`src/rtl/prng_pkg.sv`:
```
// Shared types and constants for the PRNG capture/hold path.
package prng_pkg;

  typedef enum logic {
    LIVE = 1'b0,
    HOLD = 1'b1
  } state_t;

  localparam int DEB_STABLE_TICKS = 3;
  localparam int BYTE_W           = 8;

endpackage

```
`src/rtl/prng_capture_if.sv`:
```
// Button, random-byte and display bundle between the PRNG top and the capture stage.
interface prng_capture_if #(
  parameter int DEPTH = 4
) ();
  import prng_pkg::*;

  localparam int CW = $clog2(DEPTH) + 1;

  logic [BYTE_W-1:0] rand_in;
  logic              btn_capture;
  logic              btn_scroll;
  logic [6:0]        seg_lo;
  logic [6:0]        seg_hi;
  logic [CW-1:0]     count;
  logic              hold;
  logic              captured;

  modport master (
    output rand_in, btn_capture, btn_scroll,
    input  seg_lo, seg_hi, count, hold, captured
  );

  modport slave (
    input  rand_in, btn_capture, btn_scroll,
    output seg_lo, seg_hi, count, hold, captured
  );

endinterface

```
`src/rtl/DEC_7SEG.sv`:
```
// Hex nibble to 7-segment code, active-high, bit order {g,f,e,d,c,b,a}.
module DEC_7SEG (
  input  logic [3:0] hex,
  output logic [6:0] seg
);

  always_comb begin
    seg = 7'h00;
    case (hex)
      4'h0: seg = 7'h3F;
      4'h1: seg = 7'h06;
      4'h2: seg = 7'h5B;
      4'h3: seg = 7'h4F;
      4'h4: seg = 7'h66;
      4'h5: seg = 7'h6D;
      4'h6: seg = 7'h7D;
      4'h7: seg = 7'h07;
      4'h8: seg = 7'h7F;
      4'h9: seg = 7'h6F;
      4'hA: seg = 7'h77;
      4'hB: seg = 7'h7C;
      4'hC: seg = 7'h39;
      4'hD: seg = 7'h5E;
      4'hE: seg = 7'h79;
      4'hF: seg = 7'h71;
      default: seg = 7'h00;
    endcase
  end

endmodule

```
`src/rtl/btn_debounce.sv`:
```
// Two-flop synchroniser plus tick-sampled stability filter; one press pulse per debounced rising edge.
module btn_debounce
  import prng_pkg::*;
(
  input  logic clk,
  input  logic reset,
  input  logic tick,
  input  logic btn,
  output logic press
);

  localparam int SW = $clog2(DEB_STABLE_TICKS);

  logic          sync1_reg;
  logic          sync2_reg;
  logic          level_reg;
  logic          armed_reg;
  logic          press_reg;
  logic [SW-1:0] stable_cnt_reg;
  logic          target;

  // Until the button has been seen stably released, only a release can complete,
  // so a button held through reset never produces a press.
  assign target = armed_reg ? ~level_reg : 1'b0;

  always_ff @(posedge clk) begin
    if (reset) begin
      sync1_reg      <= 1'b0;
      sync2_reg      <= 1'b0;
      level_reg      <= 1'b0;
      armed_reg      <= 1'b0;
      press_reg      <= 1'b0;
      stable_cnt_reg <= '0;
    end else begin
      sync1_reg <= btn;
      sync2_reg <= sync1_reg;
      press_reg <= 1'b0;
      if (tick) begin
        if (sync2_reg == target) begin
          if (stable_cnt_reg == SW'(DEB_STABLE_TICKS - 1)) begin
            stable_cnt_reg <= '0;
            if (!armed_reg) begin
              armed_reg <= 1'b1;
            end else begin
              level_reg <= target;
              press_reg <= target;
            end
          end else begin
            stable_cnt_reg <= stable_cnt_reg + SW'(1);
          end
        end else begin
          stable_cnt_reg <= '0;
        end
      end
    end
  end

  assign press = press_reg;

endmodule

```
`src/rtl/prng_capture.sv`:
```
// Captures the live random byte on a button press into a circular history and scrolls back through it.
module prng_capture
  import prng_pkg::*;
#(
  parameter logic [15:0] DEBOUNCE_CYCLES = 16'd50_000,
  parameter int          DEPTH           = 4
) (
  input logic           clk,
  input logic           reset,
  prng_capture_if.slave bus
);

  localparam int AW = $clog2(DEPTH);
  localparam int CW = AW + 1;

  logic [15:0]       tick_cnt_reg;
  logic              tick;
  logic [1:0]        btn_raw;
  logic [1:0]        press;
  logic              press_cap;
  logic              press_scr;

  state_t            state_reg;
  logic [AW-1:0]     wr_ptr_reg;
  logic [AW-1:0]     age_reg;
  logic [CW-1:0]     count_reg;
  logic [BYTE_W-1:0] mem [DEPTH];
  logic [BYTE_W-1:0] disp_reg;
  logic              captured_reg;

  logic [AW-1:0]     head_idx;
  logic [AW-1:0]     cur_idx;
  logic [AW-1:0]     older_idx;
  logic              can_step_back;

  // One sample tick shared by both debouncers.
  assign tick = (tick_cnt_reg == DEBOUNCE_CYCLES - 16'd1);

  always_ff @(posedge clk) begin
    if (reset || tick) begin
      tick_cnt_reg <= '0;
    end else begin
      tick_cnt_reg <= tick_cnt_reg + 16'd1;
    end
  end

  assign btn_raw   = {bus.btn_scroll, bus.btn_capture};
  assign press_cap = press[0];
  assign press_scr = press[1];

  genvar gi;
  generate
    for (gi = 0; gi < 2; gi++) begin : g_deb
      btn_debounce u_deb (
        .clk   (clk),
        .reset (reset),
        .tick  (tick),
        .btn   (btn_raw[gi]),
        .press (press[gi])
      );
    end
  endgenerate

  always_comb begin
    head_idx      = wr_ptr_reg - AW'(1);
    cur_idx       = head_idx - age_reg;
    older_idx     = cur_idx - AW'(1);
    can_step_back = (({1'b0, age_reg} + CW'(1)) < count_reg);
  end

  // Capture outranks scroll; disp_reg is the registered read of the history.
  always_ff @(posedge clk) begin
    if (reset) begin
      state_reg    <= LIVE;
      wr_ptr_reg   <= '0;
      age_reg      <= '0;
      count_reg    <= '0;
      disp_reg     <= '0;
      captured_reg <= 1'b0;
      for (int i = 0; i < DEPTH; i++) begin
        mem[i] <= '0;
      end
    end else begin
      captured_reg <= 1'b0;
      if (press_cap) begin
        mem[wr_ptr_reg] <= bus.rand_in;
        wr_ptr_reg      <= wr_ptr_reg + AW'(1);
        if (count_reg != CW'(DEPTH)) begin
          count_reg <= count_reg + CW'(1);
        end
        age_reg      <= '0;
        state_reg    <= HOLD;
        captured_reg <= 1'b1;
        disp_reg     <= bus.rand_in;
      end else if (press_scr && state_reg == LIVE) begin
        if (count_reg != '0) begin
          state_reg <= HOLD;
          age_reg   <= '0;
          disp_reg  <= mem[head_idx];
        end else begin
          disp_reg <= bus.rand_in;
        end
      end else if (press_scr && state_reg == HOLD) begin
        if (can_step_back) begin
          age_reg  <= age_reg + AW'(1);
          disp_reg <= mem[older_idx];
        end else begin
          state_reg <= LIVE;
          age_reg   <= '0;
          disp_reg  <= bus.rand_in;
        end
      end else begin
        disp_reg <= (state_reg == HOLD) ? mem[cur_idx] : bus.rand_in;
      end
    end
  end

  DEC_7SEG u_dec_lo (
    .hex (disp_reg[3:0]),
    .seg (bus.seg_lo)
  );

  DEC_7SEG u_dec_hi (
    .hex (disp_reg[7:4]),
    .seg (bus.seg_hi)
  );

  assign bus.count    = count_reg;
  assign bus.hold     = (state_reg == HOLD);
  assign bus.captured = captured_reg;

endmodule
```
`src/flat_wrapper.sv`:
```
// flat-port wrapper written by rule: the top's interface ports become plain ports
module prng_capture_flat import prng_pkg::*;
#(
  parameter logic [15:0] DEBOUNCE_CYCLES = 16'd50_000,
  parameter int          DEPTH           = 4
)
  (clk, reset, bus_rand_in, bus_btn_capture, bus_btn_scroll, bus_seg_lo, bus_seg_hi, bus_count, bus_hold, bus_captured);
  prng_capture_if #(.DEPTH(DEPTH)) bus_i ();
  input logic clk;
  input logic reset;
  input wire logic [$bits(bus_i.rand_in)-1:0] bus_rand_in;
  input wire logic [$bits(bus_i.btn_capture)-1:0] bus_btn_capture;
  input wire logic [$bits(bus_i.btn_scroll)-1:0] bus_btn_scroll;
  output wire logic [$bits(bus_i.seg_lo)-1:0] bus_seg_lo;
  output wire logic [$bits(bus_i.seg_hi)-1:0] bus_seg_hi;
  output wire logic [$bits(bus_i.count)-1:0] bus_count;
  output wire logic [$bits(bus_i.hold)-1:0] bus_hold;
  output wire logic [$bits(bus_i.captured)-1:0] bus_captured;
  assign bus_i.rand_in = bus_rand_in;
  assign bus_i.btn_capture = bus_btn_capture;
  assign bus_i.btn_scroll = bus_btn_scroll;
  assign bus_seg_lo = bus_i.seg_lo;
  assign bus_seg_hi = bus_i.seg_hi;
  assign bus_count = bus_i.count;
  assign bus_hold = bus_i.hold;
  assign bus_captured = bus_i.captured;
  prng_capture #(.DEBOUNCE_CYCLES(DEBOUNCE_CYCLES), .DEPTH(DEPTH)) u_core (.clk(clk), .reset(reset), .bus(bus_i));
endmodule
```
`config.mk`:
```
export PLATFORM = sky130hd
export DESIGN_NAME = prng_capture_flat
export DESIGN_NICKNAME = d
export VERILOG_FILES = /design/src/rtl/prng_pkg.sv /design/src/rtl/prng_capture_if.sv /design/src/rtl/DEC_7SEG.sv /design/src/rtl/btn_debounce.sv /design/src/rtl/prng_capture.sv /design/src/flat_wrapper.sv
export SDC_FILE = /design/constraint.sdc
export NUM_CORES = 1
export LEC_CHECK = 0
export CAP_MARGIN = 20
export CORE_MARGIN = 4
export CORE_UTILIZATION = 55
export DETAILED_ROUTE_END_ITERATION = 7
export GPL_ROUTABILITY_DRIVEN = 0
export PLACE_DENSITY = 0.72
export SYNTH_ARGS = -nofsm -noshare
export SYNTH_HDL_FRONTEND = slang
export SYNTH_SLANG_ARGS = --single-unit
```
`constraint.sdc`:
```
create_clock -name clk -period 4.2 [get_ports clk]
set_input_delay 0.84 -clock clk [delete_from_list [all_inputs] [get_ports clk]]
set_output_delay 0.84 -clock clk [all_outputs]
set_load 0.02 [all_outputs]
```
; Word level (Yosys, flattened, before mapping)
; Memories as Yosys holds them, arrays and structs flattened. A register that Yosys moved wholly into a read port is not among the register bits.
; Index checks and enable logic that the tools add are counted.
[totals]
ff_bits = 39
ramBits = 32
rom_bits = 224
input_bits = 12
out_inout_bits = 19
word_cells = 99
n_memories = 3
[memory_table]
columns = name, words, word_bits, rd, rd_ports_with_merged_regs, wr, line_no
row1 = (no name shown), 16, 7, 1, 1, 0, DEC_7SEG.sv:9  ; case (hex)
row2 = (no name shown), 16, 7, 1, 1, 0, DEC_7SEG.sv:9
row3 = u_core.mem, 4, 8, 3, 0, 4, prng_capture.sv:27  ; logic [BYTE_W-1:0] mem [DEPTH];
[op_classes]
addsub = 10
magnitude_cmp = 1
n_eq_ne = 9
mux = 31
bitwise_logic = 10
n_reduce_logical = 17
[ops]
columns = operator, count
row1 = $mux 8, 7
row2 = $mux 2, 9
row3 = $add 16x1->16 const B, 1
row4 = $eq 16x16->1 const B, 1
row5 = $mux 1, 13
row6 = $not 1->1, 10
row7 = $reduce_or 5->1, 2
row8 = $ne 3x3->1 const B, 3
row9 = $reduce_and 3->1, 3
row10 = $add 2x1->2 const B, 4
row11 = $mux 4, 2
row12 = $reduce_and 4->1, 2
row13 = $reduce_or 8->1, 1
row14 = $reduce_bool 3->1, 2
row15 = $eq 2x2->1 const B, 2
row16 = $reduce_and 2->1, 2
row17 = $sub 2x1->2 const B, 2
row18 = $add 2x1->3 const B, 1
row19 = $add 3x1->3 const B, 1
row20 = $lt 3x3->1, 1
row21 = $eq 1x1->1, 2
row22 = $logic_and 1x1->1, 2
row23 = $ne 2x2->1 const B, 1
row24 = $reduce_bool 2->1, 1
row25 = other kinds (3), 3

; Longest topological paths before layout
; An unclocked memory read counts as a cell.
[depth]
ltp_word = 9
mapped_depth = 13
mapped_depth_nobuf = 13

; Cells and area by module
; A second synthesis with hierarchy kept.
[hier_totals]
hier_cells = 429
area_unflattened_um2 = 4511.8
[modules_own_cells]
columns = mod, n_inst, cells_each, area_each_um2, seq_area_each_um2
row1 = prng_capture, 1, 313, 3400.8, 1621.6
row2 = btn_debounce, 2, 25, 266.5, 140.1
row3 = DEC_7SEG (u_core.u_dec_lo), 1, 33, 290.3, 0.0
row4 = DEC_7SEG (u_core.u_dec_hi), 1, 33, 287.8, 0.0

; Least setup slack after synthesis
; OpenSTA, ideal clock, no wires.
[synth_timing]
kind = register to register
start = register u_core.age_reg[0]
end = register, netlist name u_core.u_dec_lo.seg[6]
setup_ns = 0.079
arrival_ns = 2.868
required_time_ns = 4.121
path_slack_ns = 1.253
stages_incl_launch_ff = 10
path_buffers = 2
period_less_slack_ns = 2.947
path_cell_list = dfxtp_1 > ha_1 > clkbuf_1 > buf_1 > mux4_2 > o221ai_1 > o21ai_0 > ha_1 > mux2_1 > a22oi_1
[synth_between]
elab_chain_len = 8
word_cells_on_any_way = 11
classes_between = 3 x add/sub / 1 x order compare / 6 x mux / 1 x memory
[synth_lines]
columns = item, line_no
row1 = from (decl), prng_capture.sv:25  ; logic [AW-1:0] age_reg;
row2 = from (signal assigned), prng_capture.sv:105  ; age_reg <= age_reg + AW'(1);
row3 = $sub 2x2->2, prng_capture.sv:66  ; cur_idx = head_idx - age_reg;
row4 = $sub 2x1->2, prng_capture.sv:67  ; older_idx = cur_idx - AW'(1);
row5 = $mem_v2 4x8, --
row6 = $mux 8, prng_capture.sv:104  ; if (can_step_back) begin
row7 = $mux 8 *, prng_capture.sv:103  ; end else if (press_scr && state_reg == HOLD) begin
row8 = $mux 8 *, prng_capture.sv:95  ; end else if (press_scr && state_reg == LIVE) begin
row9 = $mux 8 *, prng_capture.sv:85  ; if (press_cap) begin
row10 = $mux 4 (no source line) *, --
; Mark *: on every way between the ends. The rest lies on a longest branch, timed or not.
; A chain may end at the register's enable or synchronous reset.

; Worst setup path after layout
[layout_timing]
start = register u_core.age_reg[1]
end = register, netlist name u_core.u_dec_lo.seg[3]
[layout_between]
elab_chain_len = 8
word_cells_on_any_way = 11
classes_between = 3 x add/sub / 1 x order compare / 6 x mux / 1 x memory
[layout_lines]
columns = item, line_no
row1 = $sub 2x2->2, prng_capture.sv:66
row2 = $sub 2x1->2, prng_capture.sv:67
row3 = $mem_v2 4x8, --
row4 = $mux 8, prng_capture.sv:104
row5 = $mux 8 *, prng_capture.sv:103
row6 = $mux 8 *, prng_capture.sv:95
row7 = $mux 8 *, prng_capture.sv:85
row8 = $mux 4 (no source line) *, --
; Marks and branches as above.

==> impl_metrics.yaml <==
run_status:
  run_status: "finished, final reports clean"
worst_hold_path:
  hold_path_depth: 1
  hp-class: "reg2reg"
  hold_start: "u_core.g_deb[1].u_deb.sync1_reg$_SDFF_PP0_"
floorplanning:
  core-area_um2: 8220
  start_util_pct: 56.7
  die_h_um: 100
  die-area_um2: 10000
  die_w_um: 100
  ios: 31
  rows: 33
place:
  port_buffers: 30
  post-place-ws_ns: 0.773
  hpwl_mm: 7.15
timing:
  worst_slew_pin_slew_ns: 1.15
  setup_slack_ns: 0.810
  hold_ws_ns: 0.445
  min_period_ns: 3.39
  fmax_mhz: 295
  max-slew-margin-rel_pct: 23.4
  hold_viol: 0
  finClkSkew_ns: 0.0105
  tns_ns: 0
  grt_setup_unrepaired: "false"
  slew_violations: 0
  finalSetupViolCount: 0
  period_share_pct: 80.7
worst_setup_path:
  crit_fanout: 5
  crit_required_ns: 4.48
  start_kind: "flip-flop"
  critical_path_class: "reg2reg"
  endpoint_kind: "flip-flop"
  worst-r2r-cell-count: 12
  worstPathArrival_ns: 3.67
  cp-startpoint: "u_core.age_reg[1]$_SDFFE_PP0P_"
  rr_startpoint: "u_core.age_reg[1]$_SDFFE_PP0P_"
global_routing:
  grt_pass1_wl_mm: 16.2
  grt_pass1_vias: 3359
  antenna_found_initial: 0
  overflow: 0
  grt_start_max_net_pins: 27
  grtUsageTotal_pct: 20.8
synth:
  synth_nets: 469
  avgSynthCellArea_um2: 10.7
  yosysSeqAreaShare_pct: 43.4
  synth-main-ff-cell: "dfxtp_1"
  synth-edff-count: 32
  synthDistinctLibCells: 68
  ys_ff_latch: 85
  async_reset_ff_share_pct: 0
  ys_warn_count: 0
  syn_inst: 436
  mappedNetlistArea_um2: 4660
final_layout:
  drive_above_1_share_pct: 13.9
  layout_common_cells: "67 x nor2_1, 53 x dfxtp_1, 32 x edfxtp_1, 30 x clkdlybuf4s50_1, 25 x nand2_1"
  antenna_cells: 0
  syn_to_final_growth_pct: 12.0
  largest_reg_flops: 32
  final_common_cell: "nor2_1"
  nNetsFinal: 496
  fillers: 693
drt:
  dr.pass1.iters: 5
  wirelength_mm: 9.92
  vias: 3421
  wl_per_cell_um: 17.3
  vias_per_cell: 5.97
  drcViolationCount: 0
  drtAntennaViolNets: 0
  drt_iter0_markers: 193
power:
  comb_power_share_pct: 9.5
  p_switching_uw: 399
  p_leak_uw: 0.00198
  power.share.switching_pct: 24.8
  p_clk_share_pct: 35.0
  totalPowerFinal_uw: 1610
  p_int_uw: 1210
  pwr-share-seq_pct: 55.6
  cellPowerDensity_nw_per_um2: 308
  ir_drop_mv: 0.171
clock_network:
  cts_buffers: 9
  cts_tree: "yes"
  clock-root-buffer: "clkbuf_8"
  clk_latency_ns: 0.36
  cts_max_level: 3
  cts_setup_buffers: 0
  cts.sinks: 85
  clk_pin_slew_ns: 0.09
  cts_resized: 0
  hold_buffers: 0
  cts_buffer_depth: 2
flow_run:
  cap_viol_max_count: 0
[cell usage after synthesis, types with 8 or more instances]
library cell	number	area, um^2
nand2_1	25	93.8
edfxtp_1	32	961
nor2_1	67	251
a21oi_1	13	65.1
and2_1	10	62.6
nor2b_1	8	50.1
xnor2_1	12	105
mux4_2	21	473
nand3_1	10	50.1
mux2i_1	12	120
dfxtp_1	53	1060
xor2_1	9	78.8
clkbuf_1	14	52.6
inv_1	24	90.1
ha_1	21	263
[final timing paths]
kind | to | slack [ns]
worst max-delay path | u_core.u_dec_lo.seg[3]$_DFF_P_ | 0.81
worst min-delay path | u_core.g_deb[1].u_deb.sync2_reg$_SDFF_PP0_ | 0.45
worst max register to register | u_core.u_dec_lo.seg[3]$_DFF_P_ | 0.81
worst min register to register | u_core.g_deb[1].u_deb.sync2_reg$_SDFF_PP0_ | 0.45
[through the flow]
stage          instances  utilization, %  instance area [um^2]
2_1_floorplan        436               -                  4660
3_3_place_gp         557            61.2                  5030
3_5_place_dp         557            61.2                  5030
4_1_cts              573            63.5                  5220
5_1_grt              573            63.5                  5220
6_report             573            63.5                  5220
[critical path: stages (launching register included)]
cell and delay (ns):
dfxtp_1 0.41, ha_1 0.27, ha_1 0.27, a21boi_0 0.26, o22a_1 0.27, a31oi_1 0.16, a21oi_1 0.48, a32oi_1 0.10
nand2_1 0.22, inv_1 0.15, ha_1 0.26, mux2_1 0.31, mux2i_1 0.14
[logic make-up after synthesis]
family	synth area share (%)
AND/OR/NAND/NOR	16.8
flip-flops	43.4
AO/OA/AOI/OAI	9.46
buffers and inverters	4.22
multiplexers	15.2
XOR/XNOR	5.24
adder cells (fa/ha/maj)	5.64
[layout make-up]
cell class,instances,area [um^2],area share [%]
Inverter,24,90.1,1.73
Multi-Input combinational cell,307,2440,46.7
Clock inverter,5,36.3,0.696
Sequential cell,85,2020,38.8
Clock buffer,11,153,2.93
Tap cell,105,131,2.52
Timing Repair Buffer,36,345,6.62
[power groups by stage]
stage / clock (uW) / sequential [uW] / combinational, uW
after CTS: 577 / 893 / 153
final: 562 / 893 / 153
after floorplan: 0 / 924 / 80.0
after global routing: 613 / 896 / 165
after detailed placement: 0 / 912 / 152
after global placement: 0 / 910 / 150
[per-layer routing]
| layer | vias up | wire length (um) | global-route usage, % |
|---|---|---|---|
| met3 | 28 | 752 | 5.63 |
| met2 | 136 | 4880 | 34.7 |
| met5 | - | 0 | 0 |
| li1 | 1607 | - | - |
| met4 | 0 | 296 | 9.12 |
| met1 | 1650 | 3990 | 25.2 |
(Power assumes the default switching activity.)
